**src/rtl/decode_queue_pkg.sv**
```systemverilog
// Shared decode-queue types: opcode and unit encodings, field widths, decoded entry.
// Latency: none, declarations only.
// Backpressure: not applicable.
package decode_queue_pkg;

    localparam int WORD_SIZE = 32;
    localparam int REG_SIZE  = 6;
    localparam int UNIT_SIZE = 3;

    localparam logic [3:0] OP_EMPTY = 4'b0000;
    localparam logic [3:0] OP_LW    = 4'b1100;
    localparam logic [3:0] OP_SW    = 4'b1101;
    localparam logic [3:0] OP_ADD   = 4'b1000;
    localparam logic [3:0] OP_MUL   = 4'b1001;
    localparam logic [3:0] OP_MV    = 4'b1111;
    localparam logic [3:0] OP_HALT  = 4'b0001;

    localparam logic [UNIT_SIZE-1:0] UNIT_LW   = 3'b000;
    localparam logic [UNIT_SIZE-1:0] UNIT_SW   = 3'b001;
    localparam logic [UNIT_SIZE-1:0] UNIT_ADD  = 3'b010;
    localparam logic [UNIT_SIZE-1:0] UNIT_MUL  = 3'b011;
    localparam logic [UNIT_SIZE-1:0] UNIT_MV   = 3'b100;
    localparam logic [UNIT_SIZE-1:0] UNIT_HALT = 3'b101;

    typedef struct packed {
        logic [UNIT_SIZE-1:0] unit;
        logic [REG_SIZE-1:0]  reg1;
        logic [REG_SIZE-1:0]  reg2;
        logic [REG_SIZE-1:0]  reg3;
        logic                 hasimm;
        logic [WORD_SIZE-1:0] imm;
    } entry_t;

endpackage

```
**src/rtl/inst_decoder.sv**
```systemverilog
// Instruction decoder: raw word to queue entry plus rs_bound/drop classification.
// Latency: purely combinational.
// Backpressure: none, the caller decides when the word is accepted.
module inst_decoder
    import decode_queue_pkg::*;
(
    input  logic [WORD_SIZE-1:0] inst,
    output entry_t               entry,
    output logic                 rs_bound,
    output logic                 drop
);

    logic [3:0]           opcode;
    logic [WORD_SIZE-1:0] imm_short;
    logic [WORD_SIZE-1:0] imm_long;

    assign opcode    = inst[31:28];
    assign imm_short = {{(WORD_SIZE-15){inst[15]}}, inst[15:1]};
    assign imm_long  = {{(WORD_SIZE-21){inst[21]}}, inst[21:1]};

    always_comb begin
        entry        = '0;
        entry.reg1   = inst[27:22];
        entry.reg2   = inst[21:16];
        entry.reg3   = inst[15:10];
        entry.hasimm = inst[0];
        entry.imm    = imm_short;
        rs_bound     = 1'b1;
        drop         = 1'b0;
        case (opcode)
            OP_LW:  entry.unit = UNIT_LW;
            OP_SW:  entry.unit = UNIT_SW;
            OP_ADD: entry.unit = UNIT_ADD;
            OP_MUL: entry.unit = UNIT_MUL;
            OP_MV: begin
                entry.unit = UNIT_MV;
                entry.imm  = imm_long;
            end
            OP_HALT: begin
                entry.unit   = UNIT_HALT;
                entry.hasimm = 1'b0;
                entry.imm    = '0;
            end
            // Empty slot: silently swallowed, not an error.
            OP_EMPTY: rs_bound = 1'b0;
            default: begin
                rs_bound = 1'b0;
                drop     = 1'b1;
            end
        endcase
    end

endmodule

```
**src/rtl/decode_queue.sv**
```systemverilog
// Decode queue: decodes fetched words and buffers RS-bound entries for issue (DECODE_QUEUE_BYPASS_EN adds empty-queue bypass).
// Latency: issue the cycle after acceptance; same cycle via bypass when enabled and the queue is empty.
// Backpressure: in_ready low when full or halted (no pop-through); head holds until iss_ack.
module decode_queue
    import decode_queue_pkg::*;
#(
    parameter int DEPTH = 4
) (
    input  logic                        clk,
    input  logic                        rst_n,
    input  logic                        in_valid,
    output logic                        in_ready,
    input  logic [WORD_SIZE-1:0]        in_inst,
    input  logic                        flush,
    output logic                        iss_enable,
    input  logic                        iss_ack,
    output logic [UNIT_SIZE-1:0]        iss_unit,
    output logic [REG_SIZE-1:0]         iss_reg1,
    output logic [REG_SIZE-1:0]         iss_reg2,
    output logic [REG_SIZE-1:0]         iss_reg3,
    output logic                        iss_hasimm,
    output logic signed [WORD_SIZE-1:0] iss_imm,
    output logic                        halted,
    output logic                        drop_err
);

    localparam int PW = $clog2(DEPTH);
    localparam int CW = $clog2(DEPTH) + 1;

    entry_t        mem [DEPTH];
    entry_t        dec_entry;
    entry_t        head;
    logic          dec_rs_bound;
    logic          dec_drop;
    logic [PW-1:0] rd_ptr;
    logic [PW-1:0] wr_ptr;
    logic [CW-1:0] count;
    logic          empty;
    logic          full;
    logic          accept;
    logic          push_word;
    logic          bypass;
    logic          enq;
    logic          deq;

    inst_decoder u_dec (
        .inst     (in_inst),
        .entry    (dec_entry),
        .rs_bound (dec_rs_bound),
        .drop     (dec_drop)
    );

    assign empty     = (count == '0);
    assign full      = (count == CW'(DEPTH));
    // rst_n term keeps in_ready low while reset is held.
    assign in_ready  = rst_n && !full && !halted;
    assign accept    = in_valid && in_ready;
    assign push_word = accept && dec_rs_bound;

`ifdef DECODE_QUEUE_BYPASS_EN
    assign bypass = empty && push_word && !flush;
`else
    assign bypass = 1'b0;
`endif

    assign iss_enable = !empty || bypass;
    assign deq        = iss_ack && !empty;
    assign enq        = push_word && !(bypass && iss_ack);

    always_comb begin
        head = '0;
        if (!empty) begin
            head = mem[rd_ptr];
        end else if (bypass) begin
            head = dec_entry;
        end
    end

    assign iss_unit   = head.unit;
    assign iss_reg1   = head.reg1;
    assign iss_reg2   = head.reg2;
    assign iss_reg3   = head.reg3;
    assign iss_hasimm = head.hasimm;
    assign iss_imm    = head.imm;

    always_ff @(posedge clk or negedge rst_n) begin
        if (!rst_n) begin
            rd_ptr <= '0;
            wr_ptr <= '0;
            count  <= '0;
        end else if (flush) begin
            rd_ptr <= '0;
            wr_ptr <= '0;
            count  <= '0;
        end else begin
            if (enq) wr_ptr <= wr_ptr + PW'(1);
            if (deq) rd_ptr <= rd_ptr + PW'(1);
            if (enq && !deq) begin
                count <= count + CW'(1);
            end else if (deq && !enq) begin
                count <= count - CW'(1);
            end
        end
    end

    always_ff @(posedge clk) begin
        if (enq && !flush) mem[wr_ptr] <= dec_entry;
    end

    always_ff @(posedge clk or negedge rst_n) begin
        if (!rst_n) begin
            halted   <= 1'b0;
            drop_err <= 1'b0;
        end else begin
            if (push_word && dec_entry.unit == UNIT_HALT) halted <= 1'b1;
            drop_err <= accept && dec_drop;
        end
    end

endmodule

```
**config.mk**
```make
export PLATFORM = sky130hd
export DESIGN_NAME = decode_queue
export DESIGN_NICKNAME = d
export VERILOG_FILES = /design/src/rtl/decode_queue_pkg.sv /design/src/rtl/inst_decoder.sv /design/src/rtl/decode_queue.sv
export SDC_FILE = /design/constraint.sdc
export NUM_CORES = 1
export LEC_CHECK = 0
export CAP_MARGIN = 20
export CORE_AREA = 2 2 133 135
export CTS_CLUSTER_SIZE = 28
export DETAILED_ROUTE_END_ITERATION = 7
export DIE_AREA = 0 0 135 137
export PLACE_DENSITY = 0.73
export REMOVE_ABC_BUFFERS = 1
export SYNTH_ARGS = -nofsm -noshare
export SYNTH_HDL_FRONTEND = slang
export SYNTH_HIERARCHICAL = 1
export SYNTH_SLANG_ARGS = --single-unit
export TNS_END_PERCENT = 5
```
**constraint.sdc**
```tcl
create_clock -name clk -period 6.7 [get_ports clk]
set_input_delay 1.005 -clock clk [delete_from_list [all_inputs] [get_ports clk]]
set_output_delay 1.005 -clock clk [all_outputs]
set_load 0.005 [all_outputs]
```
Word level (Yosys, flattened, before mapping):

Memories as Yosys holds them, arrays and structs flattened.
Cells that the tools add are included.

* output and inout port bits: 58
* register bits: 9
* memories kept: 1
* input port bits: 37
* word-level logic and storage cells: 56
* memory bits (writable): 216

* equal/unequal tests: 8
* $add $sub $neg: 4
* mux-type cells: 15
* reductions and logical operators: 23

Memories
* mem: words 4, width 54, read ports 1, clocked after memory_dff 0, wr ports 1, line decode_queue.sv:30 `entry_t mem [DEPTH];`

Operators with widths (count)
* case mux 32 bit (2 select lines): 1
* two-way mux 54 bit: 1
* equality test 4 bit (second input constant): 5
* case mux 3 bit (5 select lines): 1
* logical AND 1 bit: 10
* two-way mux 3 bit: 3
* two-way mux 2 bit: 4
* OR reduction 7 bit: 1
* equality test 3 bit (second input constant): 2
* logical NOT 1 bit: 6
* OR reduction 6 bit: 1
* two-way mux 1 bit: 5
* adder 2 x 1 -> 2 bit (second input constant): 2
* equality test 4 x 1 -> 1 bit (second input constant): 1
* logical NOT 4 bit: 1
* nonzero test 2 bit: 2
* adder 3 x 1 -> 3 bit (second input constant): 1
* logical NOT 3 bit: 1
* nonzero test 3 bit: 1
* subtractor 3 x 1 -> 3 bit (second input constant): 1

Depth between registers and ports, before layout:

* depth after elaboration: 11
* depth in mapped cells: 10
* gate-level depth less buffers: 9

By module:

Netlist, hierarchy kept.

By module, submodules not included
* decode_queue: area each 8765.9 um^2, seq. area each 6711.4 um^2, times used 1, cells an instance 399
* inst_decoder: area each 511.7 um^2, seq. area each 0.0 um^2, times used 1, cells an instance 75

Least setup slack after synthesis:

Ideal clock, no wire load.

* path kind: input port to flip-flop
* from: input in_inst[30]
* to: memory mem[2][0] (netlist name), enable pin
* data arrival time: 5.448 ns
* buffers on the path: 1
* path slack: 0.709 ns
* data required time: 6.156 ns
* stages: 6
* library setup time: 0.544 ns
* cell sequence: buf_6 -> nand2_1 -> nand2_1 -> o2bb2ai_1 -> nand2_1 -> nor3b_1

* cells in the longest elaborated chain, start to end: 7
* elaborated cells between the ends (all ways): 12
* classes of those cells: eq/ne (6); mux (3); reduce/logical (3)

Ends and longest elaborated chain
* start, declared: line decode_queue.sv:13 `input logic [WORD_SIZE-1:0] in_inst,`
* equality test 4 bit / equality test 4 x 1 -> 1 bit (equally long branches): line inst_decoder.sv:30 `case (opcode)`
* OR reduction 6 bit (no source line) *
* two-way mux 1 bit *: line inst_decoder.sv:30
* named net dec_rs_bound: line decode_queue.sv:33 `logic dec_rs_bound;`
* logical AND 1 bit *: line decode_queue.sv:58 `assign push_word = accept && dec_rs_bound;`
* logical AND 1 bit *: line decode_queue.sv:107 `if (enq && !flush) mem[wr_ptr] <= dec_entry;`
* two-way mux 1 bit *: line decode_queue.sv:107
* two-way mux 1 bit (implied by the code) *: line decode_queue.sv:107
* end, declared: line decode_queue.sv:30

The timed path passes the listed nets; every way through them passes the cells marked *.

Worst setup path in the final report:

* from: register rd_ptr[0]
* to: output iss_unit[2]

* cells in the longest elaborated chain, start to end: 2

Ends and longest elaborated chain
* start, declared: line decode_queue.sv:35 `logic [PW-1:0] rd_ptr;`
* start signal, assigned: line decode_queue.sv:97 `if (deq) rd_ptr <= rd_ptr + PW'(1);`
* memory (4 x 54 bit)
* two-way mux 54 bit: line decode_queue.sv:72 `if (!empty) begin`
* end, declared: line decode_queue.sv:17 `output logic [UNIT_SIZE-1:0] iss_unit,`

Every way passes these cells.

==> flow_summary.toml <==
[floorplan]
initial_core_util_pct = 54.4
io_pins = 95
die_h_um = 137
rows = 48
die_area_um2 = 18500
core_area_um2 = 17100
die_w_um = 135

[critical_path]
worstReg2RegEnd = "mem[0][34]$_DFFE_PP_"
r2r-start = "count[2]$_DFFE_PN0P_"
rr_worst_depth = 5
end_kind = "output pin"
r2r_slack_ns = 3.89
crit_required_ns = 5.69
crit_arrival_ns = 3.14
crit_type = "reg -> out"
critPathMaxFanout = 29
start_kind = "flop"

[status]
outcome = "finished clean"

[global_route]
grt_pass1_vias = 4579
antenna_found_initial = 0
grt_max_degree = 49
grt_usage_pct = 17.9
overflow = 0
grt_pass1_wl_um = 25100

[final_layout]
finalNetCount = 595
diodes = 0
syn2layout_area_growth_pct = 18.1
drive_gt1_share_pct = 21.0
fin_util_pct = 64.3
fillers = 1184

[logic_synthesis]
yosysTopAreaCellShare_pct = 69.9
ys_seq_elements = 225
post_synth.cell_area_avg_um2 = 19.6
async_flop_share_pct = 4.00
synthCells = 474
ys.flop_type = "edfxtp_1"
yosysUniqueCellTypes = 43
synth.area.top_cells = "edfxtp_1 (70%), mux4_2 (13%), nor2b_1 (4.2%)"
synth-edff-count = 216
syn_area_um2 = 9280
yosys.area.top_type = "edfxtp_1"
synth_common_cells = "edfxtp_1 (216), nor2b_1 (63), mux4_2 (54), buf_4 (33), nor2_1 (22)"
yosysMostFrequentCell = "edfxtp_1"
yosysWarnings = 6
synth.yosys.seq_area_share_pct = 72.3

[timing]
fmax_mhz = 241
final_hold_viol_count = 0
relSlewSlack_pct = 45.6
final_max_slew_viol_count = 0
min_period_ns = 4.15
fin_setup_tns_ns = 0
rsz0062_at_grt = "no"
finalCritPeriodShare_pct = 61.9
finalSetupViolCount = 0
clock_skew_ns = 0.0130
setup_slack_ns = 2.55
tightest_slew_ns = 0.817

[power]
switching_share_pct = 24.6
ir_drop_mv = 0.201
power_density_nw_per_um2 = 342
p_comb_share_pct = 25.1
power_frac_clock_pct = 31.5
p_switching_mw = 0.922
internal_power_mw = 2.83
pwr-share-seq_pct = 43.3
leakagePower_nw = 3.50

[placed_design]
place_ws_ns = 2.67
hpwlAfterDp_um = 9350
portBuffers = 94
gp_congestion = 0.721

[clocking]
cts_hold_buf = 0
cts_inserted_buffers = 22
clk_root_buffer_cell = "clkbuf_16"
tritoncts = "yes"
clk-insertion-delay-late_ns = 0.49
cts.reportedPaths.clkPinSlew_ns = 0.06
clockBufferDepth = 3
htreeDepth = 1
clkSinkCount = 225
cts_setup_buffers = 0
cts-resized-gates = 0

[route]
routed_wl_um = 16100
via_per_inst = 5.57
vias = 4415
remaining_drc_errors = 0
postRouteAntennaNets = 0
dr.pass1.iters = 6
drt_iter0_drc = 285
wl_per_cell_um = 20.4

[hold_path]
min_path_cells = 1
min_path_type = "reg -> reg"
holdCritStartpoint = "halted$_DFFE_PN0P_"
holdPathEnd = "halted$_DFFE_PN0P_"

[flow_run]
max-cap-violations = 0
==> power groups by stage <==
stage | logic [mW] | registers (mW) | clock network, mW
2_1_floorplan | 0.431 | 1.66 | 0
3_3_place_gp | 0.942 | 1.66 | 0
3_5_place_dp | 0.959 | 1.66 | 0
4_1_cts | 0.965 | 1.63 | 1.21
5_1_grt | 1.02 | 1.64 | 1.26
6_report | 0.943 | 1.63 | 1.18
==> registers in the layout, indices dropped and copies added (netlist names) <==
signal and cells:
wr_ptr 2, drop_err 1, halted 1, rd_ptr 2, mem 216, count 3
==> worst max path at each step <==
stage	endpoint	slack, ns	from
floorplan	mem[2][0]$_DFFE_PP_	0.72	in_inst[29]
global placement	mem[0][48]$_DFFE_PP_	2.78	rst_n
detailed placement	mem[0][21]$_DFFE_PP_	2.67	rst_n
CTS	iss_unit[0]	2.44	rd_ptr[0]$_DFFE_PN0P_
global route	iss_unit[0]	2.29	rd_ptr[0]$_DFFE_PN0P_
finish	iss_unit[2]	2.55	rd_ptr[0]$_DFFE_PN0P_
==> critical path: stages, from the launching register on <==
cell             delay [ns]
dfrtp_4                0.80
buf_4                  0.59
mux4_2                 0.57
nor2b_1                0.18
clkdlybuf4s50_1        0.48
==> metrics by stage <==
step / hold slack [ns] / std cells / cell area, um^2 / power [mW]
floorplan: 0.531 / 425 / 8940 / 2.10
global placement: 0.554 / 754 / 10300 / 2.60
detailed placement: 0.563 / 754 / 10300 / 2.62
CTS: 0.578 / 793 / 11000 / 3.81
global route: 0.625 / 793 / 11000 / 3.92
finish: 0.572 / 793 / 11000 / 3.75
==> logic make-up (layout without fill, tap and decap cells) <==
logic type	count (synthesis)	count (layout)	synth area share, %
adder cells (fa/ha/maj)	5	5	0.755
flip-flops	225	225	72.3
AO/OA/AOI/OAI	9	9	0.904
multiplexers	57	57	13.5
AND/OR/NAND/NOR	116	116	8.06
XOR/XNOR	4	4	0.459
buffers and inverters	58	152	4.02
==> per-layer routing <==
metal,part of all wire [%],global-route usage (%),up-vias
met5,0,0,-
met4,1.6,4.40,0
met3,5.6,2.96,21
met2,50,29.5,138
met1,43,25.5,2289
li1,-,-,1967
==> cell type report <==
cell class	count	area, um^2	area share (%)
multi-input cells	191	2210	20.2
clock inverters	10	103	0.936
inverters	9	33.8	0.308
flip-flops and latches	225	6720	61.3
clock buffers	29	598	5.46
well taps	225	282	2.57
repair buffers	104	1020	9.27
==> cells in the final DEF (no fill, tap or decap), types with 2 or more instances in the layout <==
cell type	instances
ha_1	4
xnor2_1	2
clkinv_1	3
and2_2	3
nor2b_1	63
o21ai_0	2
nand2_1	4
dfrtp_1	7
clkbuf_16	23
nor3_1	2
buf_4	10
clkbuf_1	6
mux4_2	54
edfxtp_1	216
clkinv_2	3
nor3b_2	2
clkdlybuf4s50_1	94
and2b_2	6
bufinv_16	2
inv_1	9
nor2_1	21
mux2_1	2
No activity file was read; power rests on OpenSTA's default activity.
